[src/rtl/forwarder_arbiter.sv]
// Round-robin arbiter sharing one axistream forwarder between N_BUFS packetmem
// buffers, granting at packet granularity and steering read enable/data/done.
module forwarder_arbiter #(
  parameter int N_BUFS     = 4,
  parameter int ADDR_WIDTH = 10,
  parameter int SEL_WIDTH  = 2
) (
  input  logic                         clk,
  input  logic                         rst,
  input  logic [N_BUFS-1:0]            buf_ready,
  input  logic [N_BUFS*32-1:0]         buf_len,
  input  logic [N_BUFS*64-1:0]         buf_rd_data,
  output logic [N_BUFS*ADDR_WIDTH-1:0] buf_rd_addr,
  output logic [N_BUFS-1:0]            buf_rd_en,
  output logic [N_BUFS-1:0]            buf_done,
  input  logic [ADDR_WIDTH-1:0]        fwd_rd_addr,
  input  logic                         fwd_rd_en,
  input  logic                         fwd_done,
  output logic                         fwd_ready,
  output logic [31:0]                  fwd_len,
  output logic [63:0]                  fwd_rd_data,
  output logic                         grant_valid,
  output logic [SEL_WIDTH-1:0]         grant_idx,
  output logic [31:0]                  pkt_count
);

  typedef enum logic [0:0] {
    ST_IDLE   = 1'b0,
    ST_LOCKED = 1'b1
  } state_t;

  state_t                r_state;
  state_t                w_state_next;
  logic [SEL_WIDTH-1:0]  r_grant_idx;
  logic [SEL_WIDTH-1:0]  r_last_grant;
  logic [SEL_WIDTH-1:0]  r_data_sel;
  logic [31:0]           r_pkt_count;
  logic [SEL_WIDTH-1:0]  w_pick;
  logic                  w_found;
  logic [N_BUFS-1:0]     w_grant_oh;
  logic                  w_ready_g;
  logic                  w_release;

  // Round-robin search: walk distances from farthest to nearest so the nearest ready buffer wins.
  always_comb begin
    w_pick  = r_grant_idx;
    w_found = |buf_ready;
    for (int k = N_BUFS; k >= 1; k--) begin
      for (int i = 0; i < N_BUFS; i++) begin
        w_pick = ((((int'(r_last_grant) + k) % N_BUFS) == i) && buf_ready[i]) ?
                 SEL_WIDTH'(i) : w_pick;
      end
    end
  end

  // Grant decode and per-buffer steering; non-granted buffers see nothing but the shared address.
  always_comb begin
    fwd_len     = 32'd0;
    fwd_rd_data = 64'd0;
    for (int i = 0; i < N_BUFS; i++) begin
      w_grant_oh[i] = (r_state == ST_LOCKED) && (r_grant_idx == SEL_WIDTH'(i));
      fwd_len       = fwd_len | (buf_len[32*i +: 32] & {32{w_grant_oh[i]}});
      fwd_rd_data   = fwd_rd_data |
                      (buf_rd_data[64*i +: 64] & {64{r_data_sel == SEL_WIDTH'(i)}});
      buf_rd_addr[ADDR_WIDTH*i +: ADDR_WIDTH] = fwd_rd_addr;
    end
    w_ready_g   = |(w_grant_oh & buf_ready);
    w_release   = w_ready_g & fwd_done & fwd_rd_en;
    buf_rd_en   = w_grant_oh & {N_BUFS{fwd_rd_en}};
    buf_done    = w_grant_oh & buf_ready & {N_BUFS{fwd_done & fwd_rd_en}};
    fwd_ready   = w_ready_g;
    grant_valid = (r_state == ST_LOCKED);
  end

  // Next-state logic: a grant is held until its packet's final read is accepted.
  always_comb begin
    w_state_next = r_state;
    case (r_state)
      ST_IDLE:   w_state_next = w_found   ? ST_LOCKED : ST_IDLE;
      ST_LOCKED: w_state_next = w_release ? ST_IDLE   : ST_LOCKED;
      default:   w_state_next = ST_IDLE;
    endcase
  end

  // State, grant bookkeeping and packet counter.
  always_ff @(posedge clk) begin
    if (rst) begin
      r_state      <= ST_IDLE;
      r_grant_idx  <= '0;
      r_last_grant <= SEL_WIDTH'(N_BUFS - 1);
      r_data_sel   <= '0;
      r_pkt_count  <= 32'd0;
    end else begin
      r_state <= w_state_next;
      if ((r_state == ST_IDLE) && w_found) begin
        r_grant_idx <= w_pick;
      end
      // data_sel lags the grant so the last word after release still comes from the old buffer
      if ((r_state == ST_LOCKED) && fwd_rd_en) begin
        r_data_sel <= r_grant_idx;
      end
      if (w_release) begin
        r_last_grant <= r_grant_idx;
        r_pkt_count  <= r_pkt_count + 32'd1;
      end
    end
  end

  assign grant_idx = r_grant_idx;
  assign pkt_count = r_pkt_count;

endmodule

[config.mk]
export PLATFORM = sky130hd
export DESIGN_NAME = forwarder_arbiter
export DESIGN_NICKNAME = d
export VERILOG_FILES = /design/src/rtl/forwarder_arbiter.sv
export SDC_FILE = /design/constraint.sdc
export NUM_CORES = 1
export LEC_CHECK = 0
export BUFFER_PORTS_ARGS = -buffer_cell sky130_fd_sc_hd__buf_2
export CELL_PAD_IN_SITES_DETAIL_PLACEMENT = 1
export CELL_PAD_IN_SITES_GLOBAL_PLACEMENT = 2
export CORE_AREA = 2 2 227 229
export CTS_BUF_LIST = sky130_fd_sc_hd__clkbuf_4 sky130_fd_sc_hd__clkbuf_8 sky130_fd_sc_hd__clkbuf_16
export DETAILED_ROUTE_END_ITERATION = 10
export DIE_AREA = 0 0 229 231
export HOLD_SLACK_MARGIN = 0.08
export PLACE_DENSITY_LB_ADDON = 0.12
export SLEW_MARGIN = 15
export SYNTH_ARGS = -nofsm -noshare
export SYNTH_HDL_FRONTEND = slang
export SYNTH_SLANG_ARGS = --single-unit
export TNS_END_PERCENT = 10
[constraint.sdc]
create_clock -name clk -period 2.2 [get_ports clk]
set_input_delay 0.22 -clock clk [delete_from_list [all_inputs] [get_ports clk]]
set_output_delay 0.22 -clock clk [all_outputs]
set_load 0.05 [all_outputs]
==> results by group <==
Yosys
  • Post-Synth Adder-Cell Area: 0.283%
  • Top post-synthesis cells by area: mux4_2, dfxtp_1, a22oi_1
  • Synth Area in Compound Gates: 16.6%
  • Yosys top cell area share: 32.6%
  • Main combinational cell family by area after synthesis: multiplexers
  • Avg Cell Area, Syn: 9.44 um2
  • XOR/XNOR Fraction of Synth Area: 3.57%
  • Sequential fraction of the synthesis area: 17.7%
  • Syn_nets: 871
  • Asr flop ratio synth: 0%
  • Number of synthesized flops with an enable pin: 0
  • Yosys reg bits: 39
  • Most used DFF post-synth: dfxtp_1
  • Synthesis Warnings: 0
  • Yosys top cell by area: mux4_2
  • Yosys cell types: 39
  • Mapped cell area: 4420 um2
  • Mux cell area share after synthesis: 33.1%
  • Synth Area in Simple Gates: 18.0%
  • Mapped Cells: 468

Global routing
  • Grt ovf: 0
  • Vias in the first global route: 6470
  • First-pass GRT wire length: 60800 um
  • Antenna violations before repair: 32
  • Total track usage: 17.1%
  • Largest net degree at the start of global routing: 41

Place
  • Final GP Congestion: 0.816
  • Dpl cells: 1636
  • Detailed placement HPWL: 42400 um
  • IO Port Bufs: 531

Pwr
  • Worst VDD drop: 221 uV
  • Static Leak: 3.74 nW
  • Power per cell area: 406 nW/um2

Worst hold path
  • Min-Delay Path Class: input port to flip-flop

Clock network
  • Clock transition at the registers of the reported paths: 0.06 ns
  • H-tree levels: 2
  • Clk sink count: 39
  • CTS Buffer Depth: 2
  • CTS tree: yes
  • TritonCTS Buffers: 5
  • Clock latency on the worst-skew pair: 0.29 ns
  • CTS root buffer: clkbuf_16

Cells and area
  • Fillers: 6162
  • Final std cells w/o fill: 1654
  • Share of cells above drive strength 1: 67.5%
  • Most common cell after layout, fill and taps aside: buf_2
  • Commonest cells after routing, fill and taps aside: buf_2, mux4_2, a22oi_1
  • # nets final: 1368
  • Final core utilization: 15.9%
  • Area grow syn2layout: 82.2%

Detailed routing
  • Post-DR wirelength/cell: 28.9 um
  • Total iterations of the first detailed-routing run: 4
  • Antenna-violating nets left: 0
  • DRC violations left: 0
  • Post-DR vias/cell: 3.78
  • Drt total wl: 47800 um
  • DR vias: 6245
  • Iter 0 DRT Violations: 396

Critical path
  • Worst Setup End Kind: output port
  • CP Data Required Time: 1.98 ns
  • Setup CP Type: flip-flop to output port
  • Setup crit start kind: flip-flop
  • Arrival @ worst endpoint: 1.95 ns
  • Reg2Reg Setup Slack: 0.18 ns
  • Crit Path Max Fanout: 9

Floorplanning
  • Die area: 52900 um2
  • Chip Height: 231 um
  • Cell Rows: 83
  • Die Wd: 229 um
  • Initial Util: 8.72%
  • Core ar.: 50700 um2
  • Num ports: 582

Status
  • Outcome: complete, no violations

STA
  • Setup TNS Final: 0 ns
  • Rel. slew slack: 60.7%
  • Maximum clock frequency: 460 MHz
  • Setup Skew: 0.00566 ns
  • RSZ-0062 raised after global routing: true
  • Slew @ Worst Pin: 0.590 ns
  • Final Cycle Share: 98.8%
  • WHS: 0.332 ns
  • Max-slew violations: 0
  • Final setup fails: 0
  • Period minus WS final: 2.17 ns
  • Final hold vios: 0

Job
  • Max Cap Viol: 0
## flip-flops by register name (all words and copies together), names as in the netlist
| name | count |
|---|---|
| r_data_sel | 2 |
| pkt_count | 32 |
| r_last_grant | 2 |
| grant_valid | 1 |
| grant_idx | 2 |
## synthesized netlist by cell type, drive strengths merged (6+ instances only)
cell	n
or4	6
nand3	24
inv	9
o31ai	6
nand2	49
and3	13
o21ai	8
dfxtp	39
clkbuf	26
or3	7
nand4	9
xor2	18
a21oi	21
buf	49
a22oi	64
mux4	64
nor2	31
## worst max-delay path: stages (launching register included)
cell,delay (ns)
dfxtp_4,0.48
buf_4,0.25
mux4_2,0.64
buf_2,0.28
## final timing paths
kind / depth (start not counted) / end / start
setup / recovery: 3 / fwd_rd_data[19] / r_data_sel[0]
hold / removal: 4 / grant_idx[0] / buf_ready[0]
setup reg to reg: 6 / pkt_count[21] / pkt_count[4]
hold reg to reg: 2 / pkt_count[30] / pkt_count[30]
## timing repair
action	4_1_cts	5_1_grt
hold buffers	0	0
resized for setup	1	15
setup buffers	0	2
endpoints found under the hold margin	0	0
pin swaps	0	2
setup endpoints to repair	3	51
gates cloned	0	0
## power breakdown
group          total, W  switching [W]  internal [W]  leakage, nW
registers      0.000727      0.0000142      0.000713        0.317
logic           0.00182        0.00122      0.000603         3.35
clock network  0.000717       0.000309      0.000409       0.0661
## through the flow
stage	power [W]	setup slack, ns	instance area [um2]
after global placement	0.00258	0.167	7840
after detailed placement	0.00256	0.125	7840
final	0.00327	0.0272	8050
after CTS	0.00333	-0.0102	7980
after global routing	0.00344	-0.0426	8040
after floorplan	0.00191	-0.157	4420
## area by class of cell
| type | instances | area (um2) | share of cell area (%) |
|---|---|---|---|
| antenna | 10 | 25.0 | 0.311 |
| clock buffer | 5 | 125 | 1.55 |
| clock inverter | 1 | 6.26 | 0.0777 |
| inverter | 9 | 33.8 | 0.420 |
| multi-input combinational | 345 | 3170 | 39.4 |
| sequential | 39 | 790 | 9.81 |
| tap | 680 | 851 | 10.6 |
| timing repair buffer | 565 | 3050 | 37.9 |
## cells by family after synthesis
group,Yosys count
mux,66
flops,39
fa+ha+maj,1
compound gates,105
buf+inv,84
simple gates,155
xor+xnor,18
## metal layers
layer  part of all wire, %  vias to the layer above  routed length [um]  global-route usage, %
met4                   1.4                        6                 692                   2.80
li1                      -                     2806                   -                      -
met5                 0.073                        -                  35                      0
met2                    45                      382               21400                   26.3
met3                    16                       43                7700                   12.1
met1                    38                     3008               18000                   19.4
(Power assumes the default switching activity.)
